`src/rtl/fuzz_round_sequencer.sv`:
```
`default_nettype none
// ==== fuzz_round_sequencer : per-round hold/run/report/reload controller for the fuzzing SoC ====
// ==== rev 1.0 ====
module fuzz_round_sequencer #(
   parameter int unsigned     COV_W          = 30,
   parameter int unsigned     STALL_SHIFT    = 19,
   parameter longint unsigned MAX_WAIT       = 1000,
   parameter longint unsigned WATCHDOG_LIMIT = 50000,
   parameter longint unsigned MAX_CYCLES     = 2000000000,
   parameter int unsigned     RESET_HOLD     = 8
) (
   input  logic             clock,
   input  logic             reset,
   input  logic [COV_W-1:0] cov,
   input  logic [63:0]      tohost,
   input  logic             status_ready,
   input  logic             status_continue,
   input  logic             reload_ack,
   output logic             core_reset,
   output logic             interrupt,
   output logic             status_valid,
   output logic [1:0]       status_code,
   output logic [63:0]      status_cycles,
   output logic [COV_W-1:0] status_cov,
   output logic             reload_req,
   output logic [31:0]      round_count,
   output logic             halted
);

   typedef enum logic [2:0] {
      ST_HOLD   = 3'd0,
      ST_RUN    = 3'd1,
      ST_REPORT = 3'd2,
      ST_RELOAD = 3'd3,
      ST_HALT   = 3'd4
   } state_t;

   localparam logic [31:0] HOLD_LAST = 32'(RESET_HOLD - 1);
   localparam logic [63:0] MAX_CYC   = 64'(MAX_CYCLES);
   localparam logic [63:0] WD_LIMIT  = 64'(WATCHDOG_LIMIT);

   state_t           state_q, state_d;
   logic [31:0]      hold_cnt_q, hold_cnt_d;
   logic [63:0]      round_cycles_q, round_cycles_d;
   logic [63:0]      stall_cnt_q, stall_cnt_d;
   logic [63:0]      watchdog_q, watchdog_d;
   logic [COV_W-1:0] pre_cov_q, pre_cov_d;
   logic [31:0]      round_count_q, round_count_d;
   logic [1:0]       status_code_q, status_code_d;
   logic [63:0]      status_cycles_q, status_cycles_d;
   logic [COV_W-1:0] status_cov_q, status_cov_d;
   logic [63:0]      stall_thresh;
   logic             unused_tohost_bits;

   // Only the pass bit of tohost matters to the sequencer.
   assign unused_tohost_bits = ^tohost[63:1];
   assign stall_thresh = 64'(MAX_WAIT) * (64'(cov >> STALL_SHIFT) + 64'd1);

   function automatic logic [63:0] inc64(input logic [63:0] v);
      return (&v) ? v : v + 64'd1;
   endfunction

   function automatic logic [31:0] inc32(input logic [31:0] v);
      return (&v) ? v : v + 32'd1;
   endfunction

   always_ff @(posedge clock or posedge reset) begin
      if (reset) begin
         state_q         <= ST_HOLD;
         hold_cnt_q      <= '0;
         round_cycles_q  <= '0;
         stall_cnt_q     <= '0;
         watchdog_q      <= '0;
         pre_cov_q       <= '0;
         round_count_q   <= '0;
         status_code_q   <= '0;
         status_cycles_q <= '0;
         status_cov_q    <= '0;
      end else begin
         state_q         <= state_d;
         hold_cnt_q      <= hold_cnt_d;
         round_cycles_q  <= round_cycles_d;
         stall_cnt_q     <= stall_cnt_d;
         watchdog_q      <= watchdog_d;
         pre_cov_q       <= pre_cov_d;
         round_count_q   <= round_count_d;
         status_code_q   <= status_code_d;
         status_cycles_q <= status_cycles_d;
         status_cov_q    <= status_cov_d;
      end
   end

   always_comb begin
      state_d         = state_q;
      hold_cnt_d      = hold_cnt_q;
      round_cycles_d  = round_cycles_q;
      stall_cnt_d     = stall_cnt_q;
      watchdog_d      = watchdog_q;
      pre_cov_d       = pre_cov_q;
      round_count_d   = round_count_q;
      status_code_d   = status_code_q;
      status_cycles_d = status_cycles_q;
      status_cov_d    = status_cov_q;
      core_reset      = 1'b1;
      interrupt       = 1'b0;
      status_valid    = 1'b0;
      reload_req      = 1'b0;
      halted          = 1'b0;

      case (state_q)
         ST_HOLD: begin
            hold_cnt_d = inc32(hold_cnt_q);
            if (hold_cnt_q == HOLD_LAST) begin
               state_d        = ST_RUN;
               round_cycles_d = '0;
               stall_cnt_d    = '0;
               watchdog_d     = '0;
               pre_cov_d      = '0;
            end
         end
         ST_RUN: begin
            core_reset     = 1'b0;
            interrupt      = (stall_cnt_q >= stall_thresh) || (watchdog_q >= WD_LIMIT);
            round_cycles_d = inc64(round_cycles_q);
            if (cov != pre_cov_q) begin
               pre_cov_d   = cov;
               stall_cnt_d = '0;
            end else begin
               stall_cnt_d = inc64(stall_cnt_q);
            end
            watchdog_d = tohost[0] ? 64'd0 : inc64(watchdog_q);
            // Pass is tested first so it wins over a coincident timeout.
            if (tohost[0] || (round_cycles_q >= MAX_CYC)) begin
               state_d         = ST_REPORT;
               status_code_d   = tohost[0] ? 2'd0 : 2'd1;
               status_cycles_d = inc64(round_cycles_q);
               status_cov_d    = cov;
            end
         end
         ST_REPORT: begin
            status_valid = 1'b1;
            if (status_ready) begin
               round_count_d = inc32(round_count_q);
               state_d       = status_continue ? ST_RELOAD : ST_HALT;
            end
         end
         ST_RELOAD: begin
            reload_req = 1'b1;
            if (reload_ack) begin
               state_d    = ST_HOLD;
               hold_cnt_d = '0;
            end
         end
         ST_HALT: begin
            halted = 1'b1;
         end
         default: begin
            state_d = ST_HOLD;
         end
      endcase
   end

   assign status_code   = status_code_q;
   assign status_cycles = status_cycles_q;
   assign status_cov    = status_cov_q;
   assign round_count   = round_count_q;

endmodule
`default_nettype wire

```
`config.mk`:
```
export PLATFORM = sky130hd
export DESIGN_NAME = fuzz_round_sequencer
export DESIGN_NICKNAME = d
export VERILOG_FILES = /design/src/rtl/fuzz_round_sequencer.sv
export SDC_FILE = /design/constraint.sdc
export NUM_CORES = 1
export LEC_CHECK = 0
export BUFFER_PORTS_ARGS = -buffer_cell sky130_fd_sc_hd__clkbuf_2
export CORE_MARGIN = 3
export CORE_UTILIZATION = 35
export CTS_CLUSTER_SIZE = 28
export DETAILED_ROUTE_END_ITERATION = 16
export HOLD_SLACK_MARGIN = 0.15
export PLACE_DENSITY_LB_ADDON = 0.25
export SYNTH_ARGS = -nofsm -noshare
export SYNTH_HDL_FRONTEND = slang
export SYNTH_SLANG_ARGS = --single-unit
```
`constraint.sdc`:
```
create_clock -name clock -period 14.2 [get_ports clock]
set_input_delay 1.42 -clock clock [delete_from_list [all_inputs] [get_ports clock]]
set_output_delay 1.42 -clock clock [all_outputs]
set_load 0.01 [all_outputs]
```
==> results.py, run 1 <==
metrics = {
    "clocking": {
        "clkLatencyLatePin_ps": 590,
        "htree_num_levels": 2,
        "cts.path.max_buffers": 3,
        "tritoncts_num_sinks": 384,
        "cts_root_buf": "sky130_fd_sc_hd__clkbuf_16",
        "tritoncts": "done",
        "post_cts_hold_buffer_count": 0,
        "cts.repair.resized": 0,
        "worst_setup_hold_path_clk_slew_ps": 60,
        "cts_buffers": 44,
        "cts.repair_timing.setup_buffer_count": 0,
    },
    "synth": {
        "post-synth-top-area-cell": "sky130_fd_sc_hd__dfrtp_1",
        "postSynthRegisterBits": 384,
        "ys_top_cells_by_area": "sky130_fd_sc_hd__dfrtp_1 42%, sky130_fd_sc_hd__xnor2_1 6.2%, sky130_fd_sc_hd__nand2_1 5.2%",
        "ranking_of_synthesized_cells_by_instance_count": "384 x sky130_fd_sc_hd__dfrtp_1, 319 x sky130_fd_sc_hd__nand2_1, 192 x sky130_fd_sc_hd__nor2_1",
        "ys_async_sr_fraction": 1.000,
        "synth_area_per_cell_um2": 9.050,
        "post-synth-top-count-cell": "sky130_fd_sc_hd__dfrtp_1",
        "synth_enable_flop_cells": 0,
        "synthDistinctLibCells": 87,
        "yosys_warnings": 0,
        "synth_top_area_frac": 0.4205,
        "post_synth_design_cell_area_um2": 22850,
        "postSynthNetCount": 2725,
        "syn_inst": 2525,
        "ys_dominant_reg_cell": "sky130_fd_sc_hd__dfrtp_1",
        "part_of_the_yosys_area_used_for_sequential_elements": 0.4205,
    },
    "die": {
        "vertical_die_dimension_um": 261.5,
        "start_util": 0.3545,
        "fp.coreArea_um2": 64460,
        "ioPinCount": 232,
        "die_area_um2": 68390,
        "fp.dieW_um": 261.5,
        "core.rowCount": 93,
    },
    "hold_path": {
        "min_path_type": "flop to flop",
        "hold_path_startpoint": "status_cycles[41]",
        "hold-path-endpoint": "status_cycles[41]",
        "worstHoldPathCells": 1,
    },
    "finish": {
        "register_area_um2": 9609,
        "multi_input_area_um2": 12300,
        "utilization": 0.4032,
        "final_layout_size_suffix_gt1_frac": 0.1237,
        "synthToLayoutAreaGrowth_pct": 13.74,
        "filler_cell_count": 6455,
        "nNetsFinal": 2824,
        "finish.instance_area_um2": 25990,
    },
    "routing": {
        "dr.pass1.iters": 5,
        "ant_nets": 0,
        "via_count": 19040,
        "post-route-drc-count": 0,
        "routed_wire_length_per_instance_um": 17.29,
        "detail_route.wirelength_um": 60780,
        "drtIter0Drc": 1428,
        "viasPerCell": 5.416,
    },
    "setup_path": {
        "worst_r2r_path_depth": 9,
        "setup.worst_path.start_class": "primary input",
        "worstPathArrival_ps": 8360,
        "regToRegSetupSlack_ps": 9970,
        "timing_worst_setup_path_type": "primary input to output port",
        "end_kind": "output port",
        "worstReg2RegStart": "state_q[0]",
        "path_max_fanout": 9,
        "critical_path_required_time_ps": 12780,
        "worst_r2r_endpoint": "stall_cnt_q[36]",
    },
    "power": {
        "combinationalPowerShare": 0.198,
        "power_frac_clock": 0.432,
        "net-switching-power_w": 0.0008363,
        "reported_leakage_power_nw": 11.39,
        "power_per_standard_cell_area_nw_per_um2": 113.9,
        "p_seq_frac": 0.371,
        "max-vdd-ir-drop_v": 0.00009650,
        "p_sw_frac": 0.2826,
        "power_total_w": 0.002960,
        "p_int_w": 0.002123,
    },
    "sta": {
        "final-hold-violation-count": 0,
        "max-slew-margin-rel": 0.1616,
        "tightestPinTransition_ps": 1241,
        "setup_total_negative_slack_ps": 0,
        "skew_ps": 26.91,
        "final.period_utilization": 0.6885,
        "maximum_operating_frequency_mhz": 102.3,
        "rsz0062_at_grt": "false",
        "slew_viol_final": 0,
        "finalSetupViolations": 0,
        "min_period_ps": 9777,
    },
    "placement": {
        "buffer_ports.inserted": 167,
        "postPlaceCellArea_um2": 24370,
        "gp_routability_congestion": 0.8764,
        "place_hpwl_um": 42740,
    },
    "grt": {
        "grt_max_degree": 132,
        "grt_usage": 0.1770,
        "grt_antenna_before_repair": 0,
        "grt_pass1_wl_um": 100000,
        "grt-ovfl-total": 0,
        "first_global_vias": 18700,
    },
    "flow_run": {
        "drv.max_cap_violation_count": 0,
    },
    "run_status": {
        "run_status": "finished clean",
    },
}
critical path, stage by stage:
cell and delay, ps:
sky130_fd_sc_hd__clkbuf_2 240, sky130_fd_sc_hd__ha_1 220, sky130_fd_sc_hd__inv_1 40, sky130_fd_sc_hd__nor2_1 180
sky130_fd_sc_hd__nand2_1 90, sky130_fd_sc_hd__xor2_1 370, sky130_fd_sc_hd__inv_1 220, sky130_fd_sc_hd__fa_1 550
sky130_fd_sc_hd__inv_1 50, sky130_fd_sc_hd__fa_1 490, sky130_fd_sc_hd__fa_1 520, sky130_fd_sc_hd__fa_1 520
sky130_fd_sc_hd__inv_1 40, sky130_fd_sc_hd__ha_1 330, sky130_fd_sc_hd__a21oi_1 230, sky130_fd_sc_hd__o21bai_1 110
sky130_fd_sc_hd__a21oi_1 280, sky130_fd_sc_hd__o211a_1 280, sky130_fd_sc_hd__o31ai_1 110, sky130_fd_sc_hd__a21oi_1 210
sky130_fd_sc_hd__xnor2_1 100, sky130_fd_sc_hd__ha_1 230, sky130_fd_sc_hd__nor4_1 190, sky130_fd_sc_hd__nand4_1 130
sky130_fd_sc_hd__nor4_1 510, sky130_fd_sc_hd__nand4_1 160, sky130_fd_sc_hd__o31a_1 370, sky130_fd_sc_hd__clkbuf_2 150
area by class of cell:
| class | instances | share of cell area |
|---|---|---|
| repair buffers | 184 | 0.03707 |
| diodes | 1 | 0.00009628 |
| flip-flops and latches | 384 | 0.3697 |
| multi-input cells | 1898 | 0.4731 |
| inverters | 112 | 0.01646 |
| well taps | 855 | 0.04116 |
| clock inverters | 28 | 0.01685 |
| clock buffers | 53 | 0.04559 |
power groups by stage:
stage / clock (W) / sequential (W) / combinational (W)
after floorplan: 0 / 0.00112 / 0.000466
after global placement: 0 / 0.00112 / 0.000577
after detailed placement: 0 / 0.00112 / 0.000591
after CTS: 0.00131 / 0.00110 / 0.000598
after global routing: 0.00136 / 0.00110 / 0.000684
final: 0.00128 / 0.00110 / 0.000586
registers in the layout (all words and copies together) (netlist names):
register and count:
stall_cnt_q 64, status_cycles 64, round_cycles_q 64, round_count 32
status_code 1, state_q 3, pre_cov_q 30, hold_cnt_q 32
watchdog_q 64, status_cov 30
worst max-delay path by stage:
stage                        from             to  slack [ps]  depth (start not counted)
after floorplan             reset  hold_cnt_q[0]        2110                          1
final                     cov[20]      interrupt        4420                         28
after CTS                 cov[20]      interrupt        4470                         28
after global routing      cov[21]      interrupt        4030                         27
after global placement    cov[20]      interrupt        4530                         28
after detailed placement  cov[20]      interrupt        4480                         28
per-layer routing:
metal	vias up	GRT usage	part of all wire
li1	9107	-	-
met1	9402	0.2391	0.45
met2	413	0.2905	0.47
met3	116	0.02698	0.042
met4	0	0.05929	0.031
met5	-	0	0
metrics by stage:
| step | worst slack (ps) | hold slack [ps] | std cells |
|---|---|---|---|
| 2_1_floorplan | 2109 | 459.6 | 2525 |
| 3_3_place_gp | 4526 | 459.0 | 3433 |
| 3_5_place_dp | 4478 | 467.7 | 3433 |
| 4_1_cts | 4472 | 480.7 | 3514 |
| 5_1_grt | 4030 | 500.0 | 3514 |
| 6_report | 4423 | 472.1 | 3515 |
cells by family after synthesis:
family / synth area share
and+or+nand+nor: 0.2519
AOI/OAI and AO/OA: 0.1032
DFF: 0.4205
xor gates and xnor gates: 0.09812
buffers and inverters: 0.04342
adders and majority gates: 0.06669
muxes: 0.01604
other: 0.0001641
cells in the final DEF, fill, tap and decap left out, types with 6 or more instances in the layout:
cell / n
sky130_fd_sc_hd__a211oi_1: 6
sky130_fd_sc_hd__and4_1: 33
sky130_fd_sc_hd__nor2_1: 191
sky130_fd_sc_hd__o21ai_0: 149
sky130_fd_sc_hd__nand3_1: 128
sky130_fd_sc_hd__nand2_1: 319
sky130_fd_sc_hd__and3_1: 42
sky130_fd_sc_hd__nand4_1: 106
sky130_fd_sc_hd__o31ai_1: 31
sky130_fd_sc_hd__clkbuf_2: 167
sky130_fd_sc_hd__and2_1: 20
sky130_fd_sc_hd__dfrtp_1: 384
sky130_fd_sc_hd__o211ai_1: 8
sky130_fd_sc_hd__nand2b_1: 10
sky130_fd_sc_hd__xor2_1: 94
sky130_fd_sc_hd__a21oi_1: 81
sky130_fd_sc_hd__or3_1: 39
sky130_fd_sc_hd__nor2b_1: 8
sky130_fd_sc_hd__a31oi_1: 29
sky130_fd_sc_hd__o22ai_1: 7
sky130_fd_sc_hd__inv_1: 110
sky130_fd_sc_hd__nor3_1: 69
sky130_fd_sc_hd__bufinv_16: 10
sky130_fd_sc_hd__a21o_1: 23
sky130_fd_sc_hd__mux2_2: 29
sky130_fd_sc_hd__xnor2_1: 162
sky130_fd_sc_hd__nor4_1: 84
sky130_fd_sc_hd__ha_1: 69
sky130_fd_sc_hd__clkinv_2: 10
sky130_fd_sc_hd__or4_1: 20
sky130_fd_sc_hd__fa_1: 32
sky130_fd_sc_hd__clkbuf_16: 44
sky130_fd_sc_hd__buf_4: 17
Power figures use the tool's default switching activity.
==> run 2, diff against run 1 <==
==> constraint.sdc (replaced) <==
create_clock -name clock -period 8.39 [get_ports clock]
set_input_delay 0.839 -clock clock [delete_from_list [all_inputs] [get_ports clock]]
set_output_delay 0.839 -clock clock [all_outputs]
set_load 0.01 [all_outputs]
==> run 2 against run 1 <==
  * Combinational power is 72% higher
  * Sequential cell count stayed put
  * Critical path type unchanged
  * Setup slack worse by 3900 ps
  * Wire length is 1.0% higher
  * Non-clock buffer count is 9 higher
  * First-iteration DRC count is 1.3% higher
  * Global-route usage is 0.20 points higher
==> results.py, run 2 (same netlist as run 1, synthesis figures left out) <==
metrics = {
    "run_status": {
        "run_status": "finished clean",
    },
    "grt": {
        "first_global_vias": 18430,
        "grt_max_degree": 167,
        "grt_pass1_wl_um": 100500,
        "grt_usage": 0.1790,
        "grt-ovfl-total": 0,
        "grt_antenna_before_repair": 0,
    },
    "die": {
        "core.rowCount": 93,
        "vertical_die_dimension_um": 261.5,
        "fp.coreArea_um2": 64460,
        "ioPinCount": 232,
        "start_util": 0.3545,
        "die_area_um2": 68390,
        "fp.dieW_um": 261.5,
    },
    "sta": {
        "rsz0062_at_grt": "false",
        "finalSetupViolations": 0,
        "maximum_operating_frequency_mhz": 127.3,
        "skew_ps": 17.77,
        "max-slew-margin-rel": 0.1408,
        "tightestPinTransition_ps": 1271,
        "slew_viol_final": 0,
        "min_period_ps": 7855,
        "final.hold.worst_slack_ps": 475.9,
        "setup_total_negative_slack_ps": 0,
        "final-hold-violation-count": 0,
        "final.period_utilization": 0.9362,
        "layout_setup_ws_ps": 535.2,
    },
    "clocking": {
        "clkLatencyLatePin_ps": 580,
        "cts_root_buf": "sky130_fd_sc_hd__clkbuf_16",
        "cts.path.max_buffers": 3,
        "worst_setup_hold_path_clk_slew_ps": 50,
        "cts.repair_timing.setup_buffer_count": 0,
        "tritoncts_num_sinks": 384,
        "tritoncts": "done",
        "cts_buffers": 44,
        "htree_num_levels": 2,
    },
    "power": {
        "p_int_w": 0.003450,
        "power_per_standard_cell_area_nw_per_um2": 186.2,
        "p_seq_frac": 0.384,
        "combinationalPowerShare": 0.209,
        "power_frac_clock": 0.407,
        "p_sw_frac": 0.2856,
        "reported_leakage_power_nw": 11.38,
        "max-vdd-ir-drop_v": 0.0001765,
        "net-switching-power_w": 0.001379,
    },
    "finish": {
        "layout_commonest_cell": "sky130_fd_sc_hd__dfrtp_1",
        "utilization": 0.4024,
        "most-common-layout-cells": "384 x sky130_fd_sc_hd__dfrtp_1, 319 x sky130_fd_sc_hd__nand2_1, 190 x sky130_fd_sc_hd__nor2_1",
        "antenna_cells": 0,
        "final_layout_size_suffix_gt1_frac": 0.1260,
        "synthToLayoutAreaGrowth_pct": 13.53,
        "finalNonFillerCells": 3521,
        "nNetsFinal": 2833,
    },
    "routing": {
        "ant_nets": 0,
        "routed_wire_length_per_instance_um": 17.44,
        "via_count": 19000,
        "dr.pass1.iters": 7,
        "detail_route.wirelength_um": 61410,
        "post-route-drc-count": 0,
        "drtIter0Drc": 1446,
        "viasPerCell": 5.395,
    },
    "placement": {
        "place_hpwl_um": 43380,
        "pre_cts_ws_ps": 377.1,
        "gp_routability_congestion": 0.8564,
        "buffer_ports.inserted": 167,
        "placed_cells_incl_taps": 3441,
    },
    "setup_path": {
        "end_kind": "output port",
        "critical-path-slowest-cell": "sky130_fd_sc_hd__fa_1",
        "crit_path_largest_cell_delay_ps": 530,
        "critical_path_required_time_ps": 7550,
        "timing_worst_setup_path_type": "primary input to output port",
        "path_max_fanout": 9,
        "setup.worst_path.start_class": "primary input",
        "worstPathArrival_ps": 7020,
    },
    "flow_run": {
        "drv.max_cap_violation_count": 0,
    },
    "hold_path": {
        "min_path_type": "flop to flop",
    },
}
run 2: cell count changes in the layout (fill, tap and decap cells not counted), moves of 2 or more:
cell,previous run,this run
sky130_fd_sc_hd__clkinvlp_4,3,1
sky130_fd_sc_hd__buf_4,17,24
sky130_fd_sc_hd__bufinv_16,10,2
sky130_fd_sc_hd__inv_6,4,1
sky130_fd_sc_hd__clkbuf_8,5,12
sky130_fd_sc_hd__clkbuf_16,44,46
sky130_fd_sc_hd__clkbuf_1,4,7
run 2: power by group through the flow:
stage / registers (W) / logic, W / clock network (W)
floorplan: 0.00189 / 0.000789 / 0
global placement: 0.00189 / 0.000994 / 0
detailed placement: 0.00189 / 0.00101 / 0
CTS: 0.00186 / 0.00102 / 0.00203
global route: 0.00186 / 0.00117 / 0.00210
finish: 0.00186 / 0.00101 / 0.00197
run 2: stage by stage:
stage | instance area (µm²) | power, W
final | 25940 | 0.004830
after detailed placement | 24430 | 0.002896
after global placement | 24430 | 0.002884
after floorplan | 22850 | 0.002679
after CTS | 25920 | 0.004900
after global routing | 25940 | 0.005133
run 2: area by class of cell:
class | instances | area (µm²)
fillers | 6406 | 38520
clock inverters | 14 | 135.1
flip-flops and latches | 384 | 9609
repair buffers | 193 | 1046
multi-input cells | 1898 | 12320
inverters | 112 | 424.2
well taps | 855 | 1070
clock buffers | 65 | 1343
run 2: timing repair:
action,in CTS,in global routing
hold buffers,1,0
gates resized for setup,0,4
endpoints found under the hold margin,5,0
endpoints found under the setup margin,0,1
run 2: layer usage:
layer,vias up,GRT usage,wire [µm],part of all wire
met1,9392,0.2474,28050,0.46
met5,-,0,0,0
met2,373,0.2940,29290,0.48
met4,0,0.04958,1658,0.027
li1,9134,-,-,-
met3,97,0.02476,2410,0.039
run 2: final timing paths:
kind	endpoint	slack [ps]	from	cells after the start
worst max-delay path	interrupt	540	cov[20]	29
min in group asynchronous	status_cycles[2]	730	reset	3
worst max register to register	stall_cnt_q[37]	4290	state_q[0]	8
worst min-delay path	status_cycles[27]	480	status_cycles[27]	2
max in group asynchronous	status_cov[27]	5700	reset	5
worst min register to register	status_cycles[27]	480	status_cycles[27]	2
run 2: critical path: cells and delay by family:
| kind | cells | cell delay [ps] |
|---|---|---|
| AO/OA/AOI/OAI | 7 | 1420 |
| XOR/XNOR | 2 | 290 |
| adder cells (fa/ha/maj) | 7 | 2730 |
| buffers and inverters | 7 | 770 |
| AND/OR/NAND/NOR | 6 | 950 |
